File: src/rtl/sop_sweep_eval.sv
// Registered sum-of-products evaluator with a live path and an exhaustive
// truth-table sweeper that streams f(x) for every x and counts the minterms.
module sop_sweep_eval #(
  parameter int N = 3,
  parameter int P = 3
) (
  input  logic             clk,
  input  logic             rst,
  input  logic [P*N-1:0]   term_care,
  input  logic [P*N-1:0]   term_val,
  input  logic [P-1:0]     term_en,
  input  logic [N-1:0]     in_vec,
  input  logic             start,
  output logic             f_live,
  output logic             busy,
  output logic             sweep_valid,
  output logic [N-1:0]     sweep_idx,
  output logic             sweep_f,
  output logic [N:0]       ones_count,
  output logic             done
);

  typedef enum logic [1:0] {
    S_IDLE,
    S_RUN,
    S_DONE
  } state_t;

  state_t             state_reg, state_next;
  logic [N-1:0]       idx_reg, idx_next;
  logic               busy_reg, busy_next;
  logic               valid_reg, valid_next;
  logic [N-1:0]       sidx_reg, sidx_next;
  logic               sf_reg, sf_next;
  logic [N:0]         ones_reg, ones_next;
  logic               done_reg, done_next;
  logic               f_live_reg;
  logic               load_snap;

  logic [P*N-1:0]     care_s_reg, val_s_reg;
  logic [P-1:0]       en_s_reg;

  logic [P-1:0]       live_hit;
  logic [P-1:0]       snap_hit;
  logic               f_live_next;
  logic               f_snap;

  // One match term per product, evaluated for both the live vector and the sweep index.
  generate
    for (genvar gi = 0; gi < P; gi++) begin : g_term
      assign live_hit[gi] = term_en[gi] &&
        (((in_vec ^ term_val[gi*N +: N]) & term_care[gi*N +: N]) == '0);
      assign snap_hit[gi] = en_s_reg[gi] &&
        (((idx_reg ^ val_s_reg[gi*N +: N]) & care_s_reg[gi*N +: N]) == '0);
    end
  endgenerate

  assign f_live_next = |live_hit;
  assign f_snap      = |snap_hit;

  always_comb begin
    state_next = state_reg;
    idx_next   = idx_reg;
    busy_next  = busy_reg;
    valid_next = valid_reg;
    sidx_next  = sidx_reg;
    sf_next    = sf_reg;
    ones_next  = ones_reg;
    done_next  = 1'b0;
    load_snap  = 1'b0;
    case (state_reg)
      S_IDLE: begin
        if (start) begin
          load_snap  = 1'b1;
          idx_next   = '0;
          ones_next  = '0;
          busy_next  = 1'b1;
          state_next = S_RUN;
        end
      end
      S_RUN: begin
        valid_next = 1'b1;
        sidx_next  = idx_reg;
        sf_next    = f_snap;
        ones_next  = ones_reg + (N+1)'(f_snap);
        // Terminate on the explicit last index so idx never wraps.
        if (idx_reg == {N{1'b1}}) begin
          state_next = S_DONE;
        end else begin
          idx_next = idx_reg + N'(1);
        end
      end
      S_DONE: begin
        valid_next = 1'b0;
        done_next  = 1'b1;
        busy_next  = 1'b0;
        state_next = S_IDLE;
      end
      default: begin
        state_next = S_IDLE;
      end
    endcase
  end

  always_ff @(posedge clk) begin
    if (rst) begin
      state_reg  <= S_IDLE;
      idx_reg    <= '0;
      busy_reg   <= 1'b0;
      valid_reg  <= 1'b0;
      sidx_reg   <= '0;
      sf_reg     <= 1'b0;
      ones_reg   <= '0;
      done_reg   <= 1'b0;
      f_live_reg <= 1'b0;
      care_s_reg <= '0;
      val_s_reg  <= '0;
      en_s_reg   <= '0;
    end else begin
      state_reg  <= state_next;
      idx_reg    <= idx_next;
      busy_reg   <= busy_next;
      valid_reg  <= valid_next;
      sidx_reg   <= sidx_next;
      sf_reg     <= sf_next;
      ones_reg   <= ones_next;
      done_reg   <= done_next;
      f_live_reg <= f_live_next;
      if (load_snap) begin
        care_s_reg <= term_care;
        val_s_reg  <= term_val;
        en_s_reg   <= term_en;
      end
    end
  end

  assign f_live      = f_live_reg;
  assign busy        = busy_reg;
  assign sweep_valid = valid_reg;
  assign sweep_idx   = sidx_reg;
  assign sweep_f     = sf_reg;
  assign ones_count  = ones_reg;
  assign done        = done_reg;

endmodule
File: config.mk
export PLATFORM = sky130hd
export DESIGN_NAME = sop_sweep_eval
export DESIGN_NICKNAME = d
export VERILOG_FILES = /design/src/rtl/sop_sweep_eval.sv
export SDC_FILE = /design/constraint.sdc
export NUM_CORES = 1
export LEC_CHECK = 0
export ABC_AREA = 0
export BUFFER_PORTS_ARGS = -buffer_cell sky130_fd_sc_hd__buf_2
export CORE_MARGIN = 2
export CORE_UTILIZATION = 53
export DETAILED_ROUTE_END_ITERATION = 7
export PLACE_DENSITY = 0.83
export SKIP_LAST_GASP = 1
export SLEW_MARGIN = 20
export SYNTH_ARGS = -nofsm -noshare
export SYNTH_HDL_FRONTEND = slang
export SYNTH_SLANG_ARGS = --single-unit
File: constraint.sdc
create_clock -name clk -period 2.7 [get_ports clk]
set_clock_uncertainty 0.05 [all_clocks]
set_input_delay 0.27 -clock clk [delete_from_list [all_inputs] [get_ports clk]]
set_output_delay 0.27 -clock clk [all_outputs]
set_load 0.1 [all_outputs]
=== Word-level counts from Yosys, hierarchy flattened ===
Cells that the tools add are included.

* Register bits: 38
* Input port bits: 27
* Output and inout bits: 12

* Add/sub/neg operators: 2
* Equal/unequal tests: 6
* Mux-type cells: 14
* Bitwise operators: 12
* Reductions and logical operators: 22

{| class="wikitable"
|+ Operators with widths
! cell !! number
|-
| 3-bit AND || 6
|-
| 3-bit zero test || 6
|-
| 3-bit XOR || 6
|-
| 4-bit one-hot mux with 2 select lines || 1
|-
| 1-bit logical AND || 6
|-
| 3-bit two-way mux || 2
|-
| 2-bit inequality test, second input constant || 3
|-
| 3-bit one-hot mux with 2 select lines || 1
|-
| 2-bit AND reduction || 3
|-
| 2-bit nonzero test || 3
|-
| 3-bit OR reduction || 2
|-
| 4-bit by 1-bit adder with 4-bit output || 1
|-
| 1-bit two-way mux || 4
|-
| 2-bit two-way mux || 2
|-
| 4-bit two-way mux || 1
|-
| 1-bit one-hot mux with 2 select lines || 2
|-
| 2-bit one-hot mux with 2 select lines || 1
|-
| 3-bit by 1-bit adder with 3-bit output, second input constant || 1
|-
| 3-bit equality test, second input constant || 1
|-
| 3-bit AND reduction || 1
|-
| 2-bit by 1-bit equality test with 1-bit output, second input constant || 1
|-
| 2-bit equality test, second input constant || 1
|-
| 2-bit zero test || 1
|}

=== Longest topological paths before layout ===
Gate-level depths: netlist of run 1.

* Word-level depth: 7
* Depth in mapped cells: 10
* Gate-level depth less buffers: 9

=== Worst setup path before layout of run 1 ===
No wires, ideal clock.

* Path type: register -> register
* Start point: reg ones_reg[0], in the netlist ones_count[0]
* End point: reg ones_reg[3], in the netlist ones_count[3]
* Setup time: 74 ps
* Data arrival time: 1901 ps
* Slack: 674 ps
* Stages on the path, launching flop included: 5
* Cell sequence: dfxtp_1 ha_1 nand3_1 a2111o_1 a31oi_1

* Word-level cells in the longest chain between the ends: 2

{| class="wikitable"
|+ Ends and longest elaborated chain
! what !! line !! text
|-
| start, declared || 35 || <nowiki>logic [N:0] ones_reg, ones_next;</nowiki>
|-
| start signal, assigned || 126 || <nowiki>ones_reg <= ones_next;</nowiki>
|-
| 4-bit by 1-bit adder with 4-bit output || 85 || <nowiki>ones_next = ones_reg + (N+1)'(f_snap);</nowiki>
|-
| 4-bit one-hot mux with 2 select lines || 71 || <nowiki>case (state_reg)</nowiki>
|}

No other way between the ends.
A chain may end at the register's enable or synchronous reset.

=== Final worst setup path of run 1 ===
* Start point: reg idx_reg[2]
* End point: reg ones_reg[2], in the netlist ones_count[2]

* Word-level cells in the longest chain between the ends: 7
* Elaborated cells on any way between the ends: 15
* Classes of those cells: add/sub: 1; mux: 1; bitwise: 6; reduce/logical: 7

{| class="wikitable"
|+ Ends and longest elaborated chain
! what !! line !! text
|-
| start, declared || 30 || <nowiki>logic [N-1:0] idx_reg, idx_next;</nowiki>
|-
| start signal, assigned || 121 || <nowiki>idx_reg <= idx_next;</nowiki>
|-
| 3-bit XOR || 54 || <nowiki>(((idx_reg ^ val_s_reg[gi*N +: N]) & care_s_reg[gi*N +: N]) == '0);</nowiki>
|-
| 3-bit AND || 54 ||
|-
| 3-bit zero test || 54 ||
|-
| 1-bit logical AND || 53 || <nowiki>assign snap_hit[gi] = en_s_reg[gi] &&</nowiki>
|-
| 3-bit OR reduction * || 59 || <nowiki>assign f_snap = |snap_hit;</nowiki>
|-
| net f_snap || 46 || <nowiki>logic f_snap;</nowiki>
|-
| 4-bit by 1-bit adder with 4-bit output * || 85 ||
|-
| 4-bit one-hot mux with 2 select lines * || 71 ||
|}

The timed path passes the listed nets; every way through them passes the cells marked *.

==> qor.yml, run 1 <==
clk-insertion-delay-late_ns: 0.34
grt_pass1_vias: 1526
gp_routability_congestion: 0.826
die_h_um: 62.5
path_clk_slew_ns: 0.11
htreeDepth: 2
startpoint_type: "flip-flop"
synthArstFlopShare_pct: 0
synth_edf_count: 0
cp_max_fo: 8
slew_violations: 0
synth_top_area_cell: "dfxtp_1"
antenna_found_initial: 0
max_slew.worst_pin.slew_ns: 0.659
cts_hold_buf: 0
syn_area_mm2: 0.00181
hold_class: "in -> reg"
cts-resized-gates: 0
cp.required_ns: 2.86
yosysMostFrequentCell: "nand2_1"
drtPass1Iterations: 4
synth_ff_type: "dfxtp_1"
period_needed_ns: 2.08
drt_iter0_drc: 57
vias: 1562
track_usage_pct: 20.6
drv_cap: 0
io_pins: 39
seq_area_frac_synth_pct: 42.0
cts_setup_buffers: 0
rsz0062_at_grt: "no"
root_buffer: "clkbuf_4"
drc: 0
finalPower_mw: 1.11
grt_overflow: 0
finalSetupTns_ns: 0
yosysTopAreaCellShare_pct: 42.0
n_antenna_cell: 0
grt_max_degree: 39
cts_buffer_depth: 2
die_area_mm2: 0.00390
leakagePower_nw: 0.917
core_area_mm2: 0.00331
synthDistinctLibCells: 30
cts_sinks: 38
layout-drive-gt1-share_pct: 18.0
post-route-period-util_pct: 77.2
slew_headroom_pct: 56.1
tritoncts: "yes"
ir_drop_v: 0.000374
cts_made_buffers: 5
port_buffers: 38
hold_violations: 0
wire_per_inst_um: 12.4
ant_nets: 0
die_x_um: 62.5
yosys-top-cells-area: "dfxtp_1 (42%), nand2_1 (11%), xor2_1 (8.7%)"
hpwl_um: 2780
syn-num-nets: 256
wirelength_um: 3740
netlist_top_cells_count: "nand2_1 (55), dfxtp_1 (38), a21oi_1 (27)"
setup_viol: 0
vias_per_cell: 5.19
synth_cells: 222
critPathCaptureType: "flip-flop"
arrival_ns: 2.24
synthToLayoutAreaGrowth_pct: 13.3
max_freq_mhz: 480
start_util_pct: 54.8
rows: 21
path_class: "reg -> reg"
p_per_area_mw_per_mm2: 543
synth.ff_latch_count: 38
status: "finished, final reports clean"
yosysWarnings: 0
layout.nets: 289
syn_avg_cell_area_um2: 8.17
grt_pass1_wl_um: 6430
[report_power, final]
part	leakage [nW]	switching (mW)	internal, mW
Combinational	0.581	0.160	0.0750
Sequential	0.311	0.0219	0.592
Clock	0.0254	0.168	0.0983
[path summary, 6_finish.rpt]
path	end	cells past startpoint	slack (ns)	from
hold / removal	en_s_reg[1]	3	0.13	term_en[1]
hold reg to reg	care_s_reg[0]	2	0.41	care_s_reg[0]
setup / recovery	ones_count[2]	9	0.62	idx_reg[2]
setup reg to reg	ones_count[2]	9	0.62	idx_reg[2]
[layer usage]
layer  global-route usage [%]  vias to the layer above  wire length [um]
met5                        0                        -                 0
met4                     7.50                        0                49
met3                     5.41                        4               159
met2                     36.6                       38              1830
met1                     23.6                      706              1700
li1                         -                      814                 -
[cell families (layout without fill, tap and decap cells)]
logic type	Yosys count	after routing	synth area share, %
AOI/OAI and AO/OA	54	54	18.8
xor gates and xnor gates	18	18	8.70
adders and majority gates	7	7	4.83
buffers and inverters	20	53	4.97
DFF	38	38	42.0
muxes	4	4	2.21
and+or+nand+nor	81	81	18.6
[critical path: stages, from the launching register on]
cell,delay [ns]
dfxtp_1,0.52
xor2_1,0.18
a22oi_1,0.10
a32oi_1,0.26
nand2_1,0.09
ha_1,0.20
ha_1,0.19
nor3b_1,0.13
o21ai_0,0.16
a21oi_1,0.08
[placed cells by master, fill, tap and decap left out, types with 3 or more instances in the layout]
| cell | synthesis | layout |
|---|---|---|
| a211oi_1 | 3 | 3 |
| a21oi_1 | 27 | 27 |
| a22oi_1 | 7 | 7 |
| a32oi_1 | 3 | 3 |
| buf_2 | 6 | 38 |
| clkbuf_4 | 0 | 5 |
| dfxtp_1 | 38 | 38 |
| ha_1 | 7 | 7 |
| inv_1 | 6 | 6 |
| mux2i_1 | 4 | 4 |
| nand2_1 | 55 | 55 |
| nand2b_1 | 3 | 3 |
| nand3_1 | 6 | 6 |
| nor2_1 | 10 | 10 |
| nor2b_1 | 4 | 4 |
| o21ai_0 | 3 | 3 |
| xor2_1 | 18 | 18 |
[per-stage QoR]
stage	worst slack (ns)	area [um^2]	hold slack (ns)	utilization [%]	instances
6_report	0.615	2050	0.129	62.0	301
2_1_floorplan	0.674	1810	0.356	-	222
4_1_cts	0.602	2050	0.118	62.0	301
3_5_place_dp	0.622	2010	0.399	60.7	294
3_3_place_gp	0.640	2010	0.395	60.7	294
5_1_grt	0.456	2050	0.123	62.0	301
[area by class of cell]
| cell class | instances | area [um^2] |
|---|---|---|
| Fill cell | 322 | 1260 |
| Clock buffer | 7 | 45.0 |
| Timing Repair Buffer | 40 | 205 |
| Multi-Input combinational cell | 164 | 962 |
| Inverter | 6 | 22.5 |
| Tap cell | 46 | 57.6 |
| Sequential cell | 38 | 761 |
(Power assumes the default switching activity.)
==> run 2: changes to the inputs <==
--- a/config.mk
+++ b/config.mk
@@ -5,7 +5,7 @@
 export SDC_FILE = /design/constraint.sdc
 export NUM_CORES = 1
 export LEC_CHECK = 0
-export ABC_AREA = 0
+export ABC_AREA = 1
 export BUFFER_PORTS_ARGS = -buffer_cell sky130_fd_sc_hd__buf_2
 export CORE_MARGIN = 2
 export CORE_UTILIZATION = 53
==> constraint.sdc (replaced) <==
create_clock -name clk -period 2.1 [get_ports clk]
set_clock_uncertainty 0.05 [all_clocks]
set_input_delay 0.21 -clock clk [delete_from_list [all_inputs] [get_ports clk]]
set_output_delay 0.21 -clock clk [all_outputs]
set_load 0.1 [all_outputs]
==> qor.yml, run 2 <==
root_buffer: "clkbuf_4"
setup_viol: 0
grt_pass1_wl_um: 6940
path_clk_slew_ns: 0.11
die_h_um: 62.1
wire_per_inst_um: 11.2
cts_buffer_depth: 2
synthToLayoutAreaGrowth_pct: 16.8
synth_cells: 263
tritoncts: "yes"
yosys-top-cells-area: "dfxtp_1 (42%), nor2_1 (11%), nand2_1 (11%)"
synthDistinctLibCells: 21
vias_per_cell: 4.98
critPathCaptureType: "flip-flop"
synth_ff_type: "dfxtp_1"
period_needed_ns: 1.86
seq_area_frac_synth_pct: 42.5
grt_pass1_vias: 1614
htreeDepth: 2
cp.required_ns: 2.32
startpoint_type: "flip-flop"
drc: 0
cp_max_fo: 7
place_inst: 342
post-route-period-util_pct: 88.4
netlist_top_cells_count: "nor2_1 (54), nand2_1 (53), dfxtp_1 (38)"
cts_sinks: 38
status: "finished, final reports clean"
drtPass1Iterations: 4
finalSetupTns_ns: 0
antenna_found_initial: 0
ant_nets: 0
mostFrequentLayoutCells: "nor2_1 (54), nand2_1 (53), dfxtp_1 (38), buf_2 (38), o21ai_0 (31)"
wirelength_um: 3930
track_usage_pct: 22.5
worst_r2r_endpoint: "ones_count[1]"
slew_violations: 0
drt_iter0_drc: 72
max_freq_mhz: 539
max_slew.worst_pin.slew_ns: 0.504
clk-insertion-delay-late_ns: 0.35
yosysTopAreaCellShare_pct: 42.5
grt_max_degree: 29
die_area_mm2: 0.00386
layout-drive-gt1-share_pct: 17.8
cts-resized-gates: 0
n_antenna_cell: 0
r2r-start: "idx_reg[0]"
hold_class: "in -> reg"
cts_made_buffers: 5
die_x_um: 62.1
hold_end: "care_s_reg[2]"
register_area_um2: 761
synth_top_area_cell: "dfxtp_1"
arrival_ns: 2.08
gp_routability_congestion: 0.800
drv_cap: 0
ir_drop_v: 0.000475
grt_overflow: 0
core_area_mm2: 0.00328
yosysMostFrequentCell: "nor2_1"
rsz0062_at_grt: "no"
vias: 1742
syn_avg_cell_area_um2: 6.81
p_per_area_mw_per_mm2: 875
syn-num-nets: 297
slew_headroom_pct: 66.4
port_buffers: 38
synth_edf_count: 0
fill_cells: 322
syn_area_mm2: 0.00179
final_cells: 350
min-delay-start: "term_care[2]"
cts_hold_buf: 0
multi_input_area_um2: 890
yosysWarnings: 0
layout_commonest_cell: "nor2_1"
io_pins: 39
start_util_pct: 54.6
cts_setup_buffers: 0
hold_violations: 0
layout.nets: 337
leakagePower_nw: 0.997
rows: 21
synth.ff_latch_count: 38
synthArstFlopShare_pct: 0
reg2reg_slack_ns: 0.24
r2r.worst_path.cells: 11
hpwl_um: 3000
hold_depth: 3
path_class: "reg -> reg"
-- run 2: critical path, stage by stage, from the launching register on --
cell and delay, ns:
dfxtp_1 0.50, inv_1 0.15, nand2_1 0.08, nand3_1 0.06
nand2_1 0.07, inv_1 0.04, nand2_1 0.05, nand3_1 0.10
ha_1 0.21, ha_1 0.27, nand3_1 0.07, a21oi_1 0.14
-- run 2: worst max-delay path by stage --
stage,start,end,slack (ns),cells after the start
after floorplan,ones_count[0],ones_count[3],0.29,5
after global placement,idx_reg[0],ones_count[1],0.28,11
after detailed placement,idx_reg[0],ones_count[1],0.27,11
after CTS,idx_reg[0],ones_count[1],0.24,11
after global routing,idx_reg[0],ones_count[1],0.11,11
final,idx_reg[0],ones_count[1],0.24,11
-- run 2: metrics by stage --
step           utilization, %  setup WS (ns)  cell area (um^2)  power [mW]  hold slack (ns)
3_3_place_gp             61.4          0.280              2020        1.36            0.405
2_1_floorplan               -          0.292              1790        1.25            0.229
6_report                 63.7          0.245              2090        1.83           0.0803
3_5_place_dp             61.4          0.266              2020        1.37            0.412
5_1_grt                  63.7          0.107              2090        1.94           0.0606
4_1_cts                  63.7          0.240              2090        1.84           0.0611
-- run 2: metal layers --
layer  routed length, um  GRT usage (%)
met5                   0              0
met4                  64           9.44
met3                 253           6.16
met2                1720           36.8
met1                1900           27.9
-- run 2: power breakdown --
part	internal (mW)	total (mW)	switching [mW]
clock	0.253	0.481	0.228
combinational	0.135	0.506	0.371
sequential	0.800	0.844	0.0436
-- run 2: cell families after synthesis --
kind of cell	share of synthesized area [%]
and+or+nand+nor	29.3
AOI/OAI and AO/OA	15.0
DFF	42.5
buffers and inverters	7.89
adders and majority gates	4.89
xor gates and xnor gates	0.489
-- run 2: layout make-up --
cell class,count,share of cell area [%]
tap,46,2.75
timing repair buffer,41,10.2
inverter,26,4.66
sequential,38,36.3
clock inverter,1,1.43
multi-input combinational,191,42.5
clock buffer,7,2.15
==> run 3: changes to the inputs <==
--- a/config.mk
+++ b/config.mk
@@ -7,6 +7,7 @@
 export LEC_CHECK = 0
 export ABC_AREA = 1
 export BUFFER_PORTS_ARGS = -buffer_cell sky130_fd_sc_hd__buf_2
+export CORE_ASPECT_RATIO = 1.4
 export CORE_MARGIN = 2
 export CORE_UTILIZATION = 53
 export DETAILED_ROUTE_END_ITERATION = 7
==> qor.yml, run 3 (synthesis gave the netlist of run 2 again) <==
mostFrequentLayoutCells: "nor2_1 (54), nand2_1 (53), dfxtp_1 (38), buf_2 (38), o21ai_0 (31)"
path_class: "reg -> reg"
synthToLayoutAreaGrowth_pct: 18.3
crit_chain: "inv_1 -> nand2_1 -> nand3_1 -> nand2_1 -> inv_1 -> nand2_1 -> nand3_1 -> ha_1 -> ha_1 -> nand3_1 -> a21oi_1"
start_util_pct: 54.0
post-route-period-util_pct: 87.3
grt_overflow: 0
cts_buffer_depth: 2
layout-drive-gt1-share_pct: 18.4
die_area_mm2: 0.00387
reg2reg_slack_ns: 0.27
cp_max_fo: 7
ir_drop_v: 0.000595
layout.nets: 337
antenna_found_initial: 0
slew_violations: 0
fill_cells: 318
n_antenna_cell: 0
rsz0062_at_grt: "no"
port_buffers: 38
drc: 0
crit_buf_inv: 2
max_freq_mhz: 545
slew_headroom_pct: 66.7
hold_class: "in -> reg"
r2r-start: "idx_reg[2]"
cts-resized-gates: 0
htreeDepth: 2
cts_setup_buffers: 0
r2r.worst_path.cells: 11
wirelength_um: 3950
track_usage_pct: 23.3
worst_r2r_endpoint: "ones_count[1]"
ant_nets: 0
io_pins: 39
tritoncts: "yes"
critPathCaptureType: "flip-flop"
vias_per_cell: 4.99
grt_pass1_vias: 1528
hold_ws_ns: 0.123
grt_max_degree: 29
p_per_area_mw_per_mm2: 922
period_needed_ns: 1.83
hold_depth: 2
die_x_um: 53.1
cts_made_buffers: 5
startpoint_type: "flip-flop"
root_buffer: "clkbuf_8"
cp.required_ns: 2.27
max_slew.worst_pin.slew_ns: 0.499
vias: 1715
crit_slowest_cell: "dfxtp_1"
grt_pass1_wl_um: 6510
wire_per_inst_um: 11.5
arrival_ns: 2.01
min-delay-start: "rst"
cp_top_family: "flip-flops"
cts_hold_buf: 0
core_area_mm2: 0.00332
hold_end: "state_reg[0]"
status: "finished, final reports clean"
drv_cap: 0
hold_violations: 0
finalSetupTns_ns: 0
leakagePower_nw: 1.01
layout_commonest_cell: "nor2_1"
drtPass1Iterations: 4
die_h_um: 72.8
drt_iter0_drc: 26
hpwl_um: 2990
path_clk_slew_ns: 0.08
setup_viol: 0
rows: 25
gp_routability_congestion: 0.836
max_stage_delay_ns: 0.49
clk-insertion-delay-late_ns: 0.30
cts_sinks: 38
## run 3: worst register-to-register path: stages (launching register included)
cell     delay (ns)
dfxtp_1        0.49
inv_1          0.12
nand2_1        0.08
nand3_1        0.06
nand2_1        0.06
inv_1          0.05
nand2_1        0.06
nand3_1        0.10
ha_1           0.21
ha_1           0.27
nand3_1        0.07
a21oi_1        0.15
## run 3: cell type report
type,instances,area (um^2),share of cell area [%]
clock inverter,3,40.0,1.89
clock buffer,5,68.8,3.25
timing repair buffer,41,213,10.0
multi-input combinational,191,890,42.0
tap,40,50.0,2.36
sequential,38,761,35.9
inverter,26,97.6,4.60
## run 3: metrics by stage
stage               util, %  cells  power [mW]  cell area [um^2]  worst slack [ns]
detailed placement     60.6    336        1.36              2010             0.272
floorplan                 -    263        1.25              1790             0.292
global placement       60.6    336        1.35              2010             0.329
CTS                    63.9    344        1.96              2120             0.244
finish                 63.9    344        1.95              2120             0.266
global route           63.9    344        2.06              2120            0.0677
## run 3: power breakdown
| part | switching, mW | leakage [nW] | internal [mW] |
|---|---|---|---|
| Combinational | 0.369 | 0.644 | 0.135 |
| Sequential | 0.0437 | 0.313 | 0.801 |
| Clock | 0.257 | 0.0579 | 0.349 |
| Total | 0.670 | 1.01 | 1.28 |
## run 3: worst max-delay path by stage
stage | end | depth (start not counted) | from
2_1_floorplan | ones_count[3] | 5 | ones_count[0]
3_3_place_gp | ones_count[1] | 11 | idx_reg[2]
3_5_place_dp | ones_count[1] | 11 | idx_reg[2]
4_1_cts | ones_count[1] | 11 | idx_reg[2]
5_1_grt | ones_count[1] | 11 | idx_reg[2]
6_report | ones_count[1] | 11 | idx_reg[2]
## run 3: routing by layer
metal / track usage [%] / part of all wire, % / routed length [um] / up-vias
met5: 0 / 0 / 0 / -
met4: 11.7 / 2.0 / 78 / 0
met3: 5.12 / 3.3 / 129 / 7
met2: 42.1 / 54 / 2130 / 34
met1: 24.6 / 41 / 1610 / 754
li1: - / - / - / 920
